$ cat src/rtl/cr_kme_ib_dbg_mux.sv
// KME inbound stream merge: packet-boundary arbitration between functional and debug beats,
// feeding a 2-entry registered output buffer. CR_KME_IB_DBG_CNT_EN enables the debug beat counter.
module cr_kme_ib_dbg_mux #(
  parameter int DATA_W  = 64,
  parameter int TID_W   = 1,
  parameter int TSTRB_W = 8,
  parameter int USER_W  = 8
) (
  input  logic               clk,
  input  logic               rst_n,

  input  logic               func_tvalid,
  input  logic               func_tlast,
  input  logic [TID_W-1:0]   func_tid,
  input  logic [TSTRB_W-1:0] func_tstrb,
  input  logic [USER_W-1:0]  func_tuser,
  input  logic [DATA_W-1:0]  func_tdata,
  output logic               func_tready,

  input  logic               dbg_tvalid,
  input  logic               dbg_tlast,
  input  logic [TID_W-1:0]   dbg_tid,
  input  logic [TSTRB_W-1:0] dbg_tstrb,
  input  logic [USER_W-1:0]  dbg_tuser,
  input  logic [DATA_W-1:0]  dbg_tdata,
  output logic               dbg_tready,

  output logic               out_tvalid,
  output logic               out_tlast,
  output logic [TID_W-1:0]   out_tid,
  output logic [TSTRB_W-1:0] out_tstrb,
  output logic [USER_W-1:0]  out_tuser,
  output logic [DATA_W-1:0]  out_tdata,
  input  logic               out_tready,

  output logic               dbg_active,
  output logic [15:0]        dbg_beat_cnt
);

  localparam int PAY_W = 1 + TID_W + TSTRB_W + USER_W + DATA_W;

  typedef enum logic [1:0] {
    ARB_IDLE = 2'd0,
    ARB_FUNC = 2'd1,
    ARB_DBG  = 2'd2
  } arb_e;

  arb_e             state_q, state_d;
  logic [1:0]       cnt_q;
  logic             rd_ptr_q, wr_ptr_q;
  logic [PAY_W-1:0] mem_q [2];

  logic             buf_ok;
  logic             grant_func, grant_dbg;
  logic             func_acc, dbg_acc;
  logic             push, pop;
  logic [PAY_W-1:0] push_data;

  // buf_ok depends only on registered occupancy, keeping out_tready off the input ready paths
  assign buf_ok = (cnt_q != 2'd2);

  always_comb begin
    grant_func = 1'b0;
    grant_dbg  = 1'b0;
    case (state_q)
      ARB_IDLE: begin
        if (dbg_tvalid)       grant_dbg  = 1'b1;
        else if (func_tvalid) grant_func = 1'b1;
      end
      ARB_FUNC: grant_func = func_tvalid;
      ARB_DBG:  grant_dbg  = dbg_tvalid;
      default: begin
        grant_func = 1'b0;
        grant_dbg  = 1'b0;
      end
    endcase
  end

  assign func_tready = buf_ok & grant_func;
  assign dbg_tready  = buf_ok & grant_dbg;
  assign func_acc    = func_tready & func_tvalid;
  assign dbg_acc     = dbg_tready & dbg_tvalid;

  always_comb begin
    state_d = state_q;
    if (dbg_acc)       state_d = dbg_tlast  ? ARB_IDLE : ARB_DBG;
    else if (func_acc) state_d = func_tlast ? ARB_IDLE : ARB_FUNC;
    else if (state_q != ARB_IDLE && state_q != ARB_FUNC && state_q != ARB_DBG)
      state_d = ARB_IDLE;
  end

  assign push      = func_acc | dbg_acc;
  assign pop       = (cnt_q != 2'd0) & out_tready;
  assign push_data = dbg_acc ? {dbg_tlast, dbg_tid, dbg_tstrb, dbg_tuser, dbg_tdata}
                             : {func_tlast, func_tid, func_tstrb, func_tuser, func_tdata};

  always_ff @(posedge clk or negedge rst_n) begin
    if (!rst_n) begin
      state_q  <= ARB_IDLE;
      cnt_q    <= 2'd0;
      rd_ptr_q <= 1'b0;
      wr_ptr_q <= 1'b0;
      for (int i = 0; i < 2; i++) mem_q[i] <= '0;
    end else begin
      state_q <= state_d;
      if (push) begin
        mem_q[wr_ptr_q] <= push_data;
        wr_ptr_q        <= ~wr_ptr_q;
      end
      if (pop) rd_ptr_q <= ~rd_ptr_q;
      case ({push, pop})
        2'b10:   cnt_q <= cnt_q + 2'd1;
        2'b01:   cnt_q <= cnt_q - 2'd1;
        default: cnt_q <= cnt_q;
      endcase
    end
  end

  assign {out_tlast, out_tid, out_tstrb, out_tuser, out_tdata} = mem_q[rd_ptr_q];
  assign out_tvalid = (cnt_q != 2'd0);
  assign dbg_active = (state_q == ARB_DBG);

`ifdef CR_KME_IB_DBG_CNT_EN
  logic [15:0] dbg_cnt_q;

  always_ff @(posedge clk or negedge rst_n) begin
    if (!rst_n)                                dbg_cnt_q <= 16'h0000;
    else if (dbg_acc && dbg_cnt_q != 16'hFFFF) dbg_cnt_q <= dbg_cnt_q + 16'd1;
  end

  assign dbg_beat_cnt = dbg_cnt_q;
`else
  assign dbg_beat_cnt = 16'h0000;
`endif

endmodule

$ cat config.mk
export PLATFORM = sky130hd
export DESIGN_NAME = cr_kme_ib_dbg_mux
export DESIGN_NICKNAME = d
export VERILOG_FILES = /design/src/rtl/cr_kme_ib_dbg_mux.sv
export SDC_FILE = /design/constraint.sdc
export NUM_CORES = 1
export LEC_CHECK = 0
export CORE_MARGIN = 2
export CORE_UTILIZATION = 45
export DETAILED_ROUTE_END_ITERATION = 6
export GPL_TIMING_DRIVEN = 1
export MAX_ROUTING_LAYER = met4
export PLACE_DENSITY = 0.78
export SETUP_SLACK_MARGIN = 0.2
export SLEW_MARGIN = 20
export SYNTH_ARGS = -nofsm -noshare
export SYNTH_HDL_FRONTEND = slang
export SYNTH_SLANG_ARGS = --single-unit
export TNS_END_PERCENT = 100
$ cat constraint.sdc
create_clock -name clk -period 2.6 [get_ports clk]
set_input_delay 0.52 -clock clk [delete_from_list [all_inputs] [get_ports clk]]
set_output_delay 0.52 -clock clk [all_outputs]
set_load 0.01 [all_outputs]
## Yosys cells after proc, flatten, opt, wreduce, memory -nomap -nowiden

Index checks and enable logic that the tools add are counted.

- Add/sub/neg operators: 2
- $mul: 0
- Divide/modulo/power cells: 0
- Order comparisons: 3
- Eq/ne operators: 7
- Shift-type cells: 0
- Muxes and demuxes: 18
- Bitwise logic cells: 10
- Reduce and logical (&&, ||, !) cells: 8

Operator list:

| operator | number |
|---|---|
| $mux W82 | 5 |
| $bwmux W164 | 1 |
| $demux W82 S1 | 1 |
| $mux W2 | 4 |
| $reduce_bool A2 Y1 | 3 |
| $and A1 B1 Y1 | 5 |
| $eq A2 B1 Y1 const B | 2 |
| $eq A2 B2 Y1 const B | 2 |
| $ge A2 B2 Y1 const B | 2 |
| $mux W1 | 4 |
| $ne A2 B2 Y1 const B | 2 |
| $not A1 Y2 | 2 |
| $pmux W1 S2 | 2 |
| $pmux W2 S2 | 1 |
| $logic_and A1 B1 Y1 | 3 |
| $reduce_bool A3 Y1 | 1 |
| $add A2 B1 Y2 const B | 1 |
| $logic_not A2 Y1 | 1 |
| $lt A2 B1 Y1 const B | 1 |
| $ne A2 B1 Y1 const B | 1 |
| $not A1 Y1 | 2 |
| $sub A2 B1 Y2 const B | 1 |
| $or A1 B1 Y1 | 1 |

- Register bits: 170
- Latch bits: 0
- RAM bits: 0
- Bits in read-only memories: 0
- Input bits: 169
- Output and inout port bits: 102
- Word-level logic and storage cells: 54
- Memories: 0

## Logic depth before layout (Yosys ltp)

- Word-level depth: 8
- Depth in mapped cells: 10

## Worst setup path before layout

No wires, ideal clock.

- Kind: input to register
- Start: input port func_tvalid
- End: register cnt_q[1]
- Library setup time: 0.079 ns
- Arrival: 1.846 ns
- Data required time: 2.521 ns
- Slack: 0.675 ns
- Cell stages on the path: 8
- Buffers on the path: 2
- Cells stage by stage: nand2b_1 buf_4 clkbuf_1 a21oi_1 inv_1 ha_1 nor2_1 xor2_1

- Longest elaborated chain between the ends: 8
- Elaborated cells between the ends (all ways): 10

RTL lines:

| element | RTL line | source |
|---|---|---|
| from (decl) | 12 | `input logic func_tvalid,` |
| $mux W1 | 68 | `else if (func_tvalid) grant_func = 1'b1;` |
| $mux W1 | 67 | `if (dbg_tvalid) grant_dbg = 1'b1;` |
| $pmux W1 S2 | 65 | `case (state_q)` |
| $and A1 B1 Y1 | 79 | `assign func_tready = buf_ok & grant_func;` |
| $and A1 B1 Y1 * | 81 | `assign func_acc = func_tready & func_tvalid;` |
| $or A1 B1 Y1 * | 92 | `assign push = func_acc \| dbg_acc;` |
| $eq A2 B1 Y1 / $eq A2 B2 Y1 (equally long branches) | 111 | `case ({push, pop})` |
| $pmux W2 S2 / $reduce_bool A2 Y1 (equally long branches) | -- |  |
| to (signal assigned) | 112 | `2'b10: cnt_q <= cnt_q + 2'd1;` |
| to (signal assigned) | 113 | `2'b01: cnt_q <= cnt_q - 2'd1;` |
| to (signal assigned) | 114 | `default: cnt_q <= cnt_q;` |
| to (decl) | 49 | `logic [1:0] cnt_q;` |

Every way passes the cells marked *; elsewhere a longest branch is shown, timed or not.
A chain may end at the register's enable or synchronous reset.

## Worst setup path after layout

- Start: register rd_ptr_q
- End: output port out_tlast

- Longest elaborated chain between the ends: 4

RTL lines:

| element | RTL line | source |
|---|---|---|
| from (decl) | 50 | `logic rd_ptr_q, wr_ptr_q;` |
| from (signal assigned) | 110 | `if (pop) rd_ptr_q <= ~rd_ptr_q;` |
| $not A1 Y2 (implied by the code) | 119 | `assign {out_tlast, out_tid, out_tstrb, out_tuser, out_tdata} = mem_q[rd_ptr_q];` |
| $mux W82 (implied by the code) (3 in series) | 119 |  |
| to (decl) | 29 | `output logic out_tlast,` |

Every way passes these cells. The select of a mux whose other input is x is not followed.

==> metrics.sh <==
OUTCOME='finished, violations left'
VIOLATIONS='DRC'
CP.REQUIRED_NS=2.08
TIMING.SLEW.HEADROOM_PCT=53.72
RATIO_OF_CELLS_WITH_DRIVE_ABOVE_1_IN_THE_FINAL_LAYOUT_PCT=9.667
YS_FF_LATCH=170
CRITICAL_PATH_ARRIVAL_NS=1.84
NETLIST_INSTANCES=978
ACHIEVABLE-FREQUENCY_GHz=0.4246
CTS_ROOT_BUF='clkbuf_16'
CP_CELL_INSTANCES='buf_4, buf_4, buf_12, o21ai_0, clkbuf_2'
SLEW_VIOLATIONS=0
TIMING.CRITICAL_PATH.SLOWEST_CELL_DELAY_NS=0.52
GRT-OVFL-TOTAL=0
INITIAL_ANTENNA_VIOLATION_COUNT=2
CRITPATHSLOWESTCELL='dfrtp_4'
TIMING.FINAL.CRIT_SHARE_PCT=90.58
DIE_W_UM=146.2
USE_MET2_PCT=43.58
SYNTH.CELL_AREA_MM2=0.009101
VIAS=8870
FLOORPLAN.CORE_AREA_MM2=0.02004
CRITPATHLAUNCH='rd_ptr_q'
WIRE_LENGTH_OF_THE_FIRST_GLOBAL_ROUTING_PASS_UM=47190
CRITICAL_PATH.MOST_COMMON_CELL='buf_4'
NUMBER_OF_BUFFERS_AND_INVERTERS_ON_THE_CRITICAL_PATH=4
DRCVIOLATIONCOUNT=39
FIRST_PASS_ITERS=7
CRITPATHTOPFAMILY='buffers and inverters'
TIMING.REG2REG.WORST_PATH_DEPTH=6
USE_MET1_PCT=36.68
TIMING.HOLD.WORST.CLASS='input port to async pin'
POST_DRT_WL_PER_CELL_UM=20.13
CTS_HOLD_BUFFERS=0
CTS.REPORTEDPATHS.CLKPINSLEW_NS=0.06
FIRST_GLOBAL_VIAS=8981
POWER.DENSITY_CELL_AREA_mW_PER_MM2=1283
CRITICAL_PATH.MAX_FANOUT=31
HTREE_LEVELS=4
ROUTE.ANTENNA.REMAINING_NETS=0
R2R_END='mem_q[33]'
IO_PINS=271
RSZ_0062_RAISED_AFTER_GLOBAL_ROUTING='yes'
WORST-R2R-SETUP-SLACK_NS=0.54
GRT.TOTAL_USAGE_PCT=28.48
ENDPOINT_KIND='output port'
FINISH.NET_COUNT=1357
FLOORPLAN.INITIALDENSITY_PCT=45.42
SYNTH_CELL_TYPES=28
REPORT.FINAL.SETUP_VIOL=0
PATH_DEPTH=5
REPORT.FINAL.HOLD_VIOL_COUNT=0
CTS_TREE='built'
PEAKVDDDROP_mV=0.7260
PERIOD_MINUS_SLACK_NS=2.355
PORT_BUFFERS=254
FINALWEIGHTEDCONGESTION=0.8141
VIASPERCELL=6.026
CAP_VIOLATIONS=0
YOSYSWARNINGS=0
CLKLATENCYLATEPIN_NS=0.43
CTS_INSERTED_BUFFERS=17
HPWLAFTERDP_UM=17600
GRT_MAX_DEGREE=83
SYNTH_SEQ_AREA_SHARE_PCT=46.74
ROUTED_WIRELENGTH_UM=29630
POST_SYNTH.CELL_AREA_AVG_UM2=9.306
TIMING_WORST_SETUP_PATH_TYPE='register to output port'
CTS_SINKS=170
TOTAL_POWER_CONSUMPTION_OF_THE_ROUTED_DESIGN_uW=15940
TOTALNEGATIVESETUPSLACK_NS=0
DIE_Y_UM=146.2
FIN_HOLD_WS_NS=0.1036
WORSTMARGINPINSLEW_NS=0.6942
WORST_R2R_STARTPOINT='cnt_q[1]'
CTS_BUFFER_DEPTH=2
GRT_USE_MET3_PCT=6.000
CRIT_END='out_tlast'
INITIALDRTVIOLATIONCOUNT=1349
CP-START-KIND='register'
STD_CELL_ROWS=52
STATIC-LEAKAGE-POWER_uW=0.005701
FINALCLOCKSKEW_NS=0.009511
AREA.GROWTH.SYNTH_TO_FINAL_PCT=36.51
GRT-BUSIEST-LAYER='met2'
DIEAREA_MM2=0.02138
worst min-delay path by stage:
stage,start,to,slack [ns],cells past startpoint
after floorplan,rst_n,cnt_q[0],0.22,0
after global placement,cnt_q[1],cnt_q[1],0.50,1
after detailed placement,cnt_q[1],cnt_q[1],0.51,1
after CTS,rst_n,mem_q[88],0.13,1
after global routing,rst_n,mem_q[88],0.14,1
final,rst_n,mem_q[88],0.10,1
worst reg2reg max path: cells and delay by family, from the launching register on:
family / cells / cell delay (ns)
AND/OR/NAND/NOR: 2 / 0.31
buffers and inverters: 3 / 0.93
flip-flops: 1 / 0.42
AO/OA/AOI/OAI: 1 / 0.25
cells by family (layout without fill, tap and decap cells):
kind of cell | Yosys count | in the layout | share of synthesized area, %
simple gates | 260 | 260 | 15.70
flops | 170 | 170 | 46.74
buf+inv | 289 | 496 | 13.87
other cells | 1 | 18 | 0.04120
fa+ha+maj | 1 | 1 | 0.1375
xor+xnor | 5 | 5 | 0.4813
compound gates | 252 | 252 | 23.03
state kept, by name, indices dropped and copies added, names as in the netlist:
signal and flops:
cnt_q 2, mem_q 164, rd_ptr_q 1, state_q 2, wr_ptr_q 1
Yosys cell counts:
cell	number	share of area [%]
conb_1	1	0.041
o21ai_0	82	4.5
dfrtp_1	170	47
nor4_1	81	5.6
xnor2_1	3	0.29
buf_2	7	0.38
nor3_1	1	0.055
o21bai_1	1	0.083
buf_1	5	0.21
nand2_1	82	3.4
clkbuf_1	79	3.3
nor3_2	2	0.22
a222oi_1	164	18
ha_1	1	0.14
nor2_1	2	0.083
xor2_1	2	0.19
buf_4	19	1.6
a311oi_1	1	0.096
nor2b_1	85	5.8
inv_1	165	6.8
a211o_1	2	0.19
inv_2	1	0.041
nand2b_1	4	0.27
or2_2	1	0.069
a21oi_1	2	0.11
and2_1	1	0.069
nor4_2	1	0.14
buf_6	13	1.6
what timing repair did:
action                     CTS  global route
pin swaps                    1             0
gates resized for setup    103            87
setup endpoints to repair   84            43
buffers inserted             8             3
cell type report:
cell class                      count  area, um^2
Antenna cell                        2       5.005
Clock buffer                       23       498.0
Clock inverter                      9       158.9
Fill cell                        1687        7615
Inverter                          166       623.1
Multi-Input combinational cell    534        3705
Sequential cell                   170        4260
Tap cell                          270       337.8
Timing Repair Buffer              298        2836
power by group:
part           switching (uW)  internal (uW)
logic                    5170           3520
clock network            1060           1740
registers                 529           3920
total                    6760           9190
per-layer routing:
| layer | share of wire (%) | up-vias |
|---|---|---|
| li1 | - | 4013 |
| met1 | 41 | 4196 |
| met2 | 46 | 590 |
| met3 | 10 | 71 |
| met4 | 3.2 | 0 |
| met5 | 0 | - |
through the flow:
stage	area, um^2	setup WS (ns)	std cells	util, %
floorplan	9158	0.6752	993	-
global placement	11790	0.01132	1427	58.81
detailed placement	11790	0.01167	1427	58.81
CTS	12440	0.05223	1467	62.06
global route	12420	0.1754	1472	62.00
finish	12420	0.2449	1472	62.00
placed cells by master (no fill, tap or decap), types with 13 or more instances in the layout:
cell type        count
o21ai_1             31
buf_4               34
nand2_1             82
nor4_1              81
conb_1              16
inv_1              165
clkbuf_2            21
dlygate4sd2_1       45
a222oi_1           164
dfrtp_1            167
o21ai_0             47
clkdlybuf4s15_1     13
nor2b_1             83
clkdlybuf4s50_1    168
clkbuf_16           17
Power figures use the tool's default switching activity.
